**src/rtl/fifo_frame_writer.sv**
```systemverilog
// fifo_frame_writer: accepts framed words from a valid/ready upstream and
// pushes them into a FIFO guarded by a full flag. One output register plus
// one skid register absorb backpressure without dropping or repeating words.
// Reports the length of each completed frame and a running frame count.
// Optional feature: define FIFO_FRAME_TRAILER_EN to append one trailer word
// carrying the frame length after the last data word of every frame.
module fifo_frame_writer #(
    parameter int WIDTH = 8,
    parameter int LENW  = 16
) (
    input  logic             clk_write,
    input  logic             rst_n,
    input  logic             in_valid,
    input  logic [WIDTH-1:0] in_data,
    input  logic             in_last,
    output logic             in_ready,
    output logic             push_en,
    output logic [WIDTH-1:0] push_data,
    input  logic             full,
    output logic             frame_done,
    output logic [LENW-1:0]  frame_len,
    output logic [LENW-1:0]  frame_count,
    output logic             busy
);

    localparam logic [LENW-1:0] CNT_MAX = '1;

`ifdef FIFO_FRAME_TRAILER_EN
    typedef enum logic [1:0] {
        IDLE    = 2'd0,
        DATA    = 2'd1,
        TRAILER = 2'd2
    } state_t;
`else
    typedef enum logic [0:0] {
        IDLE = 1'b0,
        DATA = 1'b1
    } state_t;
`endif

    state_t r_state;
    state_t w_stateNext;

    // Output register: the word currently offered to the FIFO
    logic             r_outValid;
    logic [WIDTH-1:0] r_outData;
    logic             r_outLast;
    logic             r_outTrailer;

    // Skid register: catches the word accepted while the output is stalled
    logic             r_skidValid;
    logic [WIDTH-1:0] r_skidData;
    logic             r_skidLast;

    logic             r_inReady;
    logic [LENW-1:0]  r_wordCnt;
    logic [LENW-1:0]  r_frameLen;
    logic [LENW-1:0]  r_frameCount;
    logic             r_frameDone;

    // Next-state values for the datapath registers
    logic             w_outValidN;
    logic [WIDTH-1:0] w_outDataN;
    logic             w_outLastN;
    logic             w_outTrailerN;
    logic             w_skidValidN;
    logic [WIDTH-1:0] w_skidDataN;
    logic             w_skidLastN;
    logic             w_inReadyN;
    logic [LENW-1:0]  w_wordCntN;
    logic [LENW-1:0]  w_frameLenN;
    logic [LENW-1:0]  w_frameCountN;
    logic             w_frameDoneN;

    logic             w_push;
    logic             w_accept;
    logic             w_outFree;
    logic             w_pushData;
    logic             w_frameEnd;
    logic             w_pending;
    logic [LENW-1:0]  w_cntInc;
`ifdef FIFO_FRAME_TRAILER_EN
    logic             w_loadTrailer;
    logic [WIDTH-1:0] w_trailerWord;
`endif

    assign w_push     = r_outValid && !full;
    assign w_accept   = in_valid && r_inReady;
    assign w_outFree  = !r_outValid || w_push;
    assign w_pushData = w_push && !r_outTrailer;
    assign w_cntInc   = (r_wordCnt == CNT_MAX) ? r_wordCnt : r_wordCnt + 1'b1;
    assign w_pending  = w_outValidN || w_skidValidN;

`ifdef FIFO_FRAME_TRAILER_EN
    // With a trailer, the frame closes when the trailer word leaves
    assign w_loadTrailer = w_pushData && r_outLast;
    assign w_trailerWord = WIDTH'(w_cntInc);
    assign w_frameEnd    = w_push && r_outTrailer;
`else
    assign w_frameEnd    = w_pushData && r_outLast;
`endif

    assign in_ready    = r_inReady;
    assign push_en     = w_push;
    assign push_data   = r_outData;
    assign frame_done  = r_frameDone;
    assign frame_len   = r_frameLen;
    assign frame_count = r_frameCount;
    assign busy        = (r_state != IDLE) || r_outValid || r_skidValid;

    // Word movement: output drains first, skid refills it, new word goes behind
    always_comb begin
        w_outValidN   = r_outValid;
        w_outDataN    = r_outData;
        w_outLastN    = r_outLast;
        w_outTrailerN = r_outTrailer;
        w_skidValidN  = r_skidValid;
        w_skidDataN   = r_skidData;
        w_skidLastN   = r_skidLast;

        if (w_outFree) begin
            if (r_skidValid) begin
                w_outValidN   = 1'b1;
                w_outDataN    = r_skidData;
                w_outLastN    = r_skidLast;
                w_outTrailerN = 1'b0;
                w_skidValidN  = w_accept;
                if (w_accept) begin
                    w_skidDataN = in_data;
                    w_skidLastN = in_last;
                end
            end else if (w_accept) begin
                w_outValidN   = 1'b1;
                w_outDataN    = in_data;
                w_outLastN    = in_last;
                w_outTrailerN = 1'b0;
            end else begin
                w_outValidN   = 1'b0;
                w_outTrailerN = 1'b0;
            end
        end else if (w_accept) begin
            w_skidValidN = 1'b1;
            w_skidDataN  = in_data;
            w_skidLastN  = in_last;
        end

`ifdef FIFO_FRAME_TRAILER_EN
        // The trailer jumps ahead of any word already waiting in the skid
        if (w_loadTrailer) begin
            w_outValidN   = 1'b1;
            w_outDataN    = w_trailerWord;
            w_outLastN    = 1'b1;
            w_outTrailerN = 1'b1;
            w_skidValidN  = r_skidValid || w_accept;
            w_skidDataN   = w_accept ? in_data : r_skidData;
            w_skidLastN   = w_accept ? in_last : r_skidLast;
        end
`endif
    end

    // Frame bookkeeping: count pushed data words and publish at frame end
    always_comb begin
        w_wordCntN    = r_wordCnt;
        w_frameLenN   = r_frameLen;
        w_frameCountN = r_frameCount;
        w_frameDoneN  = 1'b0;

        if (w_pushData) begin
            w_wordCntN = w_cntInc;
        end

        if (w_frameEnd) begin
            w_frameDoneN  = 1'b1;
`ifdef FIFO_FRAME_TRAILER_EN
            w_frameLenN   = r_wordCnt;
`else
            w_frameLenN   = w_cntInc;
`endif
            w_frameCountN = r_frameCount + 1'b1;
            w_wordCntN    = '0;
        end
    end

    // Frame state: stays in DATA across frames while words are still queued
    always_comb begin
        w_stateNext = r_state;
        case (r_state)
            IDLE: begin
                if (w_accept) begin
                    w_stateNext = DATA;
                end
            end
            DATA: begin
`ifdef FIFO_FRAME_TRAILER_EN
                if (w_loadTrailer) begin
                    w_stateNext = TRAILER;
                end
`else
                if (w_frameEnd) begin
                    w_stateNext = w_pending ? DATA : IDLE;
                end
`endif
            end
`ifdef FIFO_FRAME_TRAILER_EN
            TRAILER: begin
                if (w_frameEnd) begin
                    w_stateNext = w_pending ? DATA : IDLE;
                end
            end
`endif
            default: begin
                w_stateNext = IDLE;
            end
        endcase
    end

    // Upstream ready is registered and mirrors the next skid/state occupancy
    always_comb begin
        w_inReadyN = !w_skidValidN;
`ifdef FIFO_FRAME_TRAILER_EN
        if (w_stateNext == TRAILER) begin
            w_inReadyN = 1'b0;
        end
`endif
    end

    // State register
    always_ff @(posedge clk_write or negedge rst_n) begin
        if (!rst_n) begin
            r_state <= IDLE;
        end else begin
            r_state <= w_stateNext;
        end
    end

    // Datapath and counter registers; reset drops any partial frame
    always_ff @(posedge clk_write or negedge rst_n) begin
        if (!rst_n) begin
            r_outValid   <= 1'b0;
            r_outData    <= '0;
            r_outLast    <= 1'b0;
            r_outTrailer <= 1'b0;
            r_skidValid  <= 1'b0;
            r_skidData   <= '0;
            r_skidLast   <= 1'b0;
            r_inReady    <= 1'b0;
            r_wordCnt    <= '0;
            r_frameLen   <= '0;
            r_frameCount <= '0;
            r_frameDone  <= 1'b0;
        end else begin
            r_outValid   <= w_outValidN;
            r_outData    <= w_outDataN;
            r_outLast    <= w_outLastN;
            r_outTrailer <= w_outTrailerN;
            r_skidValid  <= w_skidValidN;
            r_skidData   <= w_skidDataN;
            r_skidLast   <= w_skidLastN;
            r_inReady    <= w_inReadyN;
            r_wordCnt    <= w_wordCntN;
            r_frameLen   <= w_frameLenN;
            r_frameCount <= w_frameCountN;
            r_frameDone  <= w_frameDoneN;
        end
    end

endmodule

```
**config.mk**
```make
export PLATFORM = sky130hd
export DESIGN_NAME = fifo_frame_writer
export DESIGN_NICKNAME = d
export VERILOG_FILES = /design/src/rtl/fifo_frame_writer.sv
export SDC_FILE = /design/constraint.sdc
export NUM_CORES = 1
export LEC_CHECK = 0
export BUFFER_PORTS_ARGS = -buffer_cell sky130_fd_sc_hd__buf_2
export CELL_PAD_IN_SITES_DETAIL_PLACEMENT = 1
export CELL_PAD_IN_SITES_GLOBAL_PLACEMENT = 1
export CORE_ASPECT_RATIO = 1.5
export CORE_MARGIN = 4
export CORE_UTILIZATION = 39
export DETAILED_ROUTE_END_ITERATION = 6
export MAX_ROUTING_LAYER = met4
export PLACE_DENSITY = 0.82
export SKIP_LAST_GASP = 1
export SLEW_MARGIN = 20
export SYNTH_ARGS = -nofsm -noshare
export SYNTH_HDL_FRONTEND = slang
export SYNTH_SLANG_ARGS = --single-unit
```
**constraint.sdc**
```tcl
create_clock -name clk_write -period 2.11 [get_ports clk_write]
set_input_delay 0.3165 -clock clk_write [delete_from_list [all_inputs] [get_ports clk_write]]
set_output_delay 0.3165 -clock clk_write [all_outputs]
set_load 0.05 [all_outputs]
```
### Yosys cells after proc, flatten, opt, wreduce, memory -nomap -nowiden

Cells that the tools add are included.

* $add $sub $neg: 2
* bitwise logic cells: 1
* reductions and logical operators: 13
* eq/ne operators: 2
* muxes and demuxes: 23

Operators by type and width (count)
* 2-to-1 mux 16 bit: 3
* 2-to-1 mux 8 bit: 5
* adder 16 x 1 -> 16 bit (second input constant): 2
* equality test 16 bit (second input constant): 1
* 2-to-1 mux 1 bit: 14
* logical OR 1 bit: 4
* nonzero test 2 bit: 2
* logical AND 1 bit: 3
* zero test 1 bit: 3
* inequality test 2 bit (second input constant): 1
* case mux 1 bit (2 select lines): 1
* AND reduction 2 bit: 1
* inverter 1 bit: 1

* bits of input ports: 13
* flip-flop bits (word level): 71
* logic and storage cells: 53

### Depth between registers and ports, before layout

Gate-level depths: netlist (run 1).

* depth in word-level cells: 8
* mapped depth: 6
* gate-level depth less buffers: 5

### Worst setup path before layout (run 1)

OpenSTA, ideal clock, no wires.

* kind: reg2reg
* start point: register r_wordCnt[0]
* end point: register r_wordCnt[6]
* period minus slack after synthesis: 2.041 ns
* data arrival time: 1.954 ns
* data required time: 2.023 ns
* stages on the path, launching flop included: 7
* slack: 0.069 ns
* cells stage by stage: dfrtp_1 > ha_1 > nand4_2 > or4_1 > buf_4 > and3_4 > a211oi_2

* cells in the longest elaborated chain, start to end: 4
* elaborated cells between the ends (all ways): 5
* classes of those cells: add/sub: 1; eq/ne: 1; mux: 3

Ends and longest elaborated chain
* from (decl): line 56 `logic [LENW-1:0] r_wordCnt;`
* from (signal assigned): line 260 `r_wordCnt <= w_wordCntN;`
* adder 16 x 1 -> 16 bit / equality test 16 bit (equally long branches): line 91 `assign w_cntInc = (r_wordCnt == CNT_MAX) ? r_wordCnt : r_wordCnt + 1'b1;`
* 2-to-1 mux 16 bit *: line 91
* 2-to-1 mux 16 bit *: line 168 `if (w_pushData) begin`
* 2-to-1 mux 16 bit *: line 172 `if (w_frameEnd) begin`

Mark *: on every way between the ends. The rest lies on a longest branch, timed or not. The select of a mux whose other input is x is not followed.
A chain may end at the register's enable or synchronous reset.

### Worst setup path in the final report (run 1)

* start point: register r_wordCnt[1]
* end point: register r_wordCnt[13]

Same word-level chain as after synthesis.

==> results of run 1 <==
==> state kept, by name, indices dropped and copies added (netlist names) <==
register / cells
frame_count: 16
frame_len: 16
r_wordCnt: 16
push_data: 8
r_skidData: 8
frame_done: 1
in_ready: 1
r_outLast: 1
r_outValid: 1
r_skidLast: 1
r_skidValid: 1
r_state: 1
==> power groups by stage <==
| stage | Combinational (uW) | Clock (uW) | Sequential, uW |
|---|---|---|---|
| after floorplan | 868 | 0 | 2630 |
| after global placement | 2060 | 0 | 1980 |
| after detailed placement | 2100 | 0 | 2010 |
| after CTS | 2130 | 1840 | 1990 |
| after global routing | 2270 | 1890 | 2050 |
| final | 2100 | 1800 | 2000 |
==> worst max-delay path, stage by stage (launching register included) <==
cell	delay, ns
dfrtp_1	0.45
ha_1	0.24
nand4_2	0.13
or4_1	0.56
buf_4	0.20
nand4_1	0.09
nor3b_1	0.20
==> Yosys cell counts (2+ instances only) <==
cell type  count
a31oi_1       10
o21ai_0       15
nor3_1         6
nand2b_1       4
o311ai_0       3
nand2_1       38
or4_1          2
dfrtp_1       71
mux2i_1       13
inv_1          4
ha_1           2
nand3_1        7
o31ai_1        7
mux2_2         9
o21ai_1        3
nor4_1         4
xor2_1         3
a21oi_1       20
nand4_2        2
clkbuf_1       9
nand3b_1       2
buf_4          2
buf_1          4
nor2_1        26
o211ai_1       2
a41o_1         3
buf_2          2
xnor2_1       14
nand4_1        9
or3_1          3
and3_1         6
nor3b_1        4
==> cell families after synthesis <==
family          share of synthesized area (%)
simple gates                             18.3
compound gates                           13.8
flops                                    52.9
buf+inv                                  2.87
mux                                      6.90
xor+xnor                                 4.44
fa+ha+maj                               0.746
==> cell type report <==
class / instances / area (um^2)
Fill cell: 1004 / 4180
Timing Repair Buffer: 78 / 458
Clock inverter: 6 / 115
Inverter: 6 / 22.5
Sequential cell: 71 / 1780
Tap cell: 107 / 134
Clock buffer: 10 / 239
Multi-Input combinational cell: 234 / 1480
==> metal layers <==
metal | routed length [um] | global-route usage (%)
met2 | 4770 | 33.6
met4 | 242 | 8.85
met3 | 273 | 3.65
met1 | 3630 | 21.5
met5 | 0 | -
==> per-stage QoR <==
stage / hold WS (ns) / setup WS, ns / cells / power, uW
6_report: 0.00656 / 0.141 / 512 / 5900
5_1_grt: 0.0382 / 0.0181 / 512 / 6210
4_1_cts: 0.0108 / 0.108 / 512 / 5960
3_5_place_dp: 0.380 / 0.120 / 496 / 4110
3_3_place_gp: 0.370 / 0.248 / 496 / 4040
2_1_floorplan: 0.0209 / 0.0686 / 328 / 3500
==> path summary, 6_finish.rpt <==
| kind | start | endpoint | slack (ns) | cells after the start |
|---|---|---|---|---|
| min reg2reg | frame_len[4]$_DFFE_PN0P_ | frame_len[4]$_DFFE_PN0P_ | 0.47 | 2 |
| max | r_wordCnt[1]$_DFFE_PN0P_ | r_wordCnt[13]$_DFFE_PN0P_ | 0.14 | 6 |
| max reg2reg | r_wordCnt[1]$_DFFE_PN0P_ | r_wordCnt[13]$_DFFE_PN0P_ | 0.14 | 6 |
| max in group asynchronous | rst_n | frame_len[9]$_DFFE_PN0P_ | 1.80 | 2 |
| min in group clk_write | in_data[7] | r_skidData[7]$_DFFE_PN0P_ | 0.22 | 2 |
| min | rst_n | r_wordCnt[1]$_DFFE_PN0P_ | 0.007 | 2 |
==> results.json, run 1 <==
{
  "max_freq_mhz": 508,
  "synth_top_area_share_pct": 52.9,
  "boundaryPins": 57,
  "ys.flop_type": "dfrtp_1",
  "crit_type": "flip-flop to flip-flop",
  "design_area_um2": 4230,
  "postCtsResizedCells": 0,
  "vdd_drop_max_mv": 0.725,
  "numCtsBuffers": 9,
  "yosysTopAreaCell": "dfrtp_1",
  "seqPwrFrac_pct": 33.8,
  "die_area_um2": 10200,
  "place_area_um2": 3870,
  "synthArstFlopShare_pct": 100,
  "worstPathArrival_ns": 2.21,
  "drt_iter0_drc": 108,
  "routed_via_density": 5.56,
  "fin_crit_ns": 1.97,
  "antenna_found_initial": 0,
  "synth_cell_types": 51,
  "power.net_switching_uw": 2350,
  "place_congestion": 0.807,
  "hold_violations": 0,
  "power_density_nw_per_um2": 1400,
  "fin_util_pct": 50.3,
  "rsz0062_at_grt": "no",
  "cp_max_fo": 8,
  "track_usage_pct": 19.3,
  "post-route-drc-count": 0,
  "initial_core_util_pct": 39.9,
  "syn_area_um2": 3360,
  "antenna_left": 0,
  "postSynthAreaPerCell_um2": 10.2,
  "ys_warn_count": 0,
  "slew_violations": 0,
  "h-tree-depth": 3,
  "wl_um": 8910,
  "clockBufferDepth": 2,
  "grt-ovfl-total": 0,
  "mostFrequentLayoutCell": "dfrtp_1",
  "tightest_slew_ns": 0.596,
  "finalSetupTns_ns": 0,
  "postCtsSetupBuffers": 0,
  "post-dp-hpwl_um": 5820,
  "drive_above_1_share_pct": 27.9,
  "synth_area_leaders": "dfrtp_1 53%, nand2_1 4.3%, mux2i_1 3.9%",
  "drv_cap": 0,
  "dieWidth_um": 83.7,
  "leakagePower_uw": 0.00193,
  "critPathRequiredTime_ns": 2.35,
  "synth-seq-cells": 71,
  "postCtsHoldBufs": 0,
  "clk_latency_ns": 0.34,
  "wl_per_cell_um": 17.4,
  "clk_pin_slew_ns": 0.06,
  "yosysSeqAreaShare_pct": 52.9,
  "switching_share_pct": 39.9,
  "finalCritPeriodShare_pct": 93.3,
  "syn_inst": 328,
  "grt_pass1_vias": 3092,
  "vias": 2846,
  "skew_ns": 0.00959,
  "synth_edf_count": 0,
  "syn_nets": 343,
  "status": "finished clean",
  "hold_class": "input port to asynchronous set/reset pin",
  "insertedDiodeCount": 0,
  "grt_max_degree": 72,
  "tritoncts": "yes",
  "rows": 41,
  "max_slew_margin_pct": 60.0,
  "core_um2": 8410,
  "p_int_uw": 3550,
  "final_cell_mix": "70 x dfrtp_1, 56 x buf_2, 38 x nand2_1, 26 x nor2_1, 21 x buf_4",
  "finalNetCount": 415,
  "io_buffers": 56,
  "worst_setup_path_start_kind": "flip-flop",
  "cp-end-kind": "flip-flop",
  "die_y_um": 122,
  "root_buffer": "clkbuf_16",
  "grt_pass1_wl_um": 15400,
  "syn2layout_area_growth_pct": 26.0,
  "clock_power_share_pct": 30.5,
  "drt_pass1_iterations": 4,
  "finalSetupViolations": 0,
  "cts_sinks": 71,
  "power_frac_comb_pct": 35.6
}
(Power assumes the default switching activity.)
==> run 2: changes to the inputs <==
--- a/config.mk
+++ b/config.mk
@@ -14,6 +14,7 @@
 export DETAILED_ROUTE_END_ITERATION = 6
 export MAX_ROUTING_LAYER = met4
 export PLACE_DENSITY = 0.82
+export RECOVER_POWER = 25
 export SKIP_LAST_GASP = 1
 export SLEW_MARGIN = 20
 export SYNTH_ARGS = -nofsm -noshare
==> results.json, run 2 (same netlist as run 1, synthesis figures left out) <==
{
  "critPathRequiredTime_ns": 2.35,
  "worst_setup_path_start_kind": "flip-flop",
  "clockBufferDepth": 2,
  "vias": 2846,
  "crit_type": "flip-flop to flip-flop",
  "wl_per_cell_um": 17.4,
  "grt_pass1_wl_um": 15400,
  "rsz0062_at_grt": "no",
  "leakagePower_uw": 0.00192,
  "power_density_nw_per_um2": 1400,
  "cp-end-kind": "flip-flop",
  "finalSetupViolations": 0,
  "initial_core_util_pct": 39.9,
  "grt-ovfl-total": 0,
  "finalSetupTns_ns": 0,
  "clk_latency_ns": 0.34,
  "final_cell_mix": "70 x dfrtp_1, 55 x buf_2, 38 x nand2_1, 26 x nor2_1, 21 x buf_4",
  "grt_max_degree": 72,
  "track_usage_pct": 19.3,
  "drive_above_1_share_pct": 27.7,
  "finalNetCount": 415,
  "drv_cap": 0,
  "drt_iter0_drc": 108,
  "boundaryPins": 57,
  "rows": 41,
  "cp_max_fo": 8,
  "fin_crit_ns": 1.97,
  "tritoncts": "yes",
  "grt_pass1_vias": 3092,
  "wl_um": 8910,
  "clk_pin_slew_ns": 0.06,
  "postCtsHoldBufs": 0,
  "syn2layout_area_growth_pct": 26.0,
  "dieWidth_um": 83.7,
  "drt_pass1_iterations": 4,
  "place_congestion": 0.807,
  "mostFrequentLayoutCell": "dfrtp_1",
  "finalCritPeriodShare_pct": 93.3,
  "vdd_drop_max_mv": 0.725,
  "slew_violations": 0,
  "hold_class": "input port to asynchronous set/reset pin",
  "die_area_um2": 10200,
  "post-dp-hpwl_um": 5820,
  "die_y_um": 122,
  "h-tree-depth": 3,
  "post-route-drc-count": 0,
  "antenna_left": 0,
  "core_um2": 8410,
  "status": "finished clean",
  "max_slew_margin_pct": 60.0,
  "insertedDiodeCount": 0,
  "worstPathArrival_ns": 2.21,
  "hold_violations": 0,
  "cts_sinks": 71,
  "io_buffers": 56,
  "antenna_found_initial": 0,
  "placed_cells": 496,
  "routed_via_density": 5.56,
  "max_freq_mhz": 508,
  "instances_no_fill": 512,
  "root_buffer": "clkbuf_16",
  "skew_ns": 0.00959,
  "tightest_slew_ns": 0.596,
  "numCtsBuffers": 9
}
-- run 2: metal layers --
layer / vias to the layer above / GRT usage, % / wire length [um]
li1: 1325 / - / -
met1: 1434 / 21.5 / 3630
met2: 63 / 33.6 / 4770
met3: 24 / 3.65 / 273
met4: 0 / 8.85 / 242
met5: - / - / 0
-- run 2: area by class of cell --
| cell class | count | area [um^2] |
|---|---|---|
| fillers | 1005 | 4190 |
| repair buffers | 78 | 457 |
| clock inverters | 6 | 115 |
| clock buffers | 10 | 239 |
| well taps | 107 | 134 |
| flip-flops and latches | 71 | 1780 |
| inverters | 6 | 22.5 |
| multi-input cells | 234 | 1480 |
-- run 2: critical path: stages (launching register included) --
cell and delay [ns]:
dfrtp_1 0.45, ha_1 0.24, nand4_2 0.13, or4_1 0.56
buf_4 0.20, nand4_1 0.09, nor3b_1 0.20
-- run 2: path summary, 6_finish.rpt --
path                                           from                   endpoint  slack [ns]  depth (start not counted)
setup / recovery           r_wordCnt[1]$_DFFE_PN0P_  r_wordCnt[13]$_DFFE_PN0P_        0.14                          6
hold / removal                                rst_n   r_wordCnt[1]$_DFFE_PN0P_        0.05                          2
setup reg to reg           r_wordCnt[1]$_DFFE_PN0P_  r_wordCnt[13]$_DFFE_PN0P_        0.14                          6
hold reg to reg            frame_len[4]$_DFFE_PN0P_   frame_len[4]$_DFFE_PN0P_        0.47                          2
max in group asynchronous                     rst_n   frame_len[9]$_DFFE_PN0P_        1.76                          2
min in group clk_write                   in_data[7]  r_skidData[7]$_DFFE_PN0P_        0.22                          2
-- run 2: repair_timing --
item                                    CTS  global route
gates resized for setup                   0             1
hold endpoints to repair                  0             0
endpoints found under the setup margin    0             1
buffers inserted                          0             0
-- run 2: metrics by stage --
step / power, uW / setup slack, ns / util [%] / hold WS [ns] / cell area (um^2)
after floorplan: 3500 / 0.0686 / - / 0.0209 / 3360
after global placement: 4040 / 0.248 / 46.0 / 0.370 / 3870
after detailed placement: 4110 / 0.120 / 46.0 / 0.380 / 3870
after CTS: 5960 / 0.108 / 50.3 / 0.0108 / 4230
after global routing: 6210 / 0.0181 / 50.3 / 0.0830 / 4230
final: 5900 / 0.141 / 50.3 / 0.0475 / 4230
-- run 2: where the power goes --
group / switching (uW) / leakage, uW / internal (uW)
Sequential: 279 / 0.000909 / 1720
Combinational: 1470 / 0.000844 / 637
Clock: 607 / 0.000170 / 1200
Total: 2350 / 0.00192 / 3550
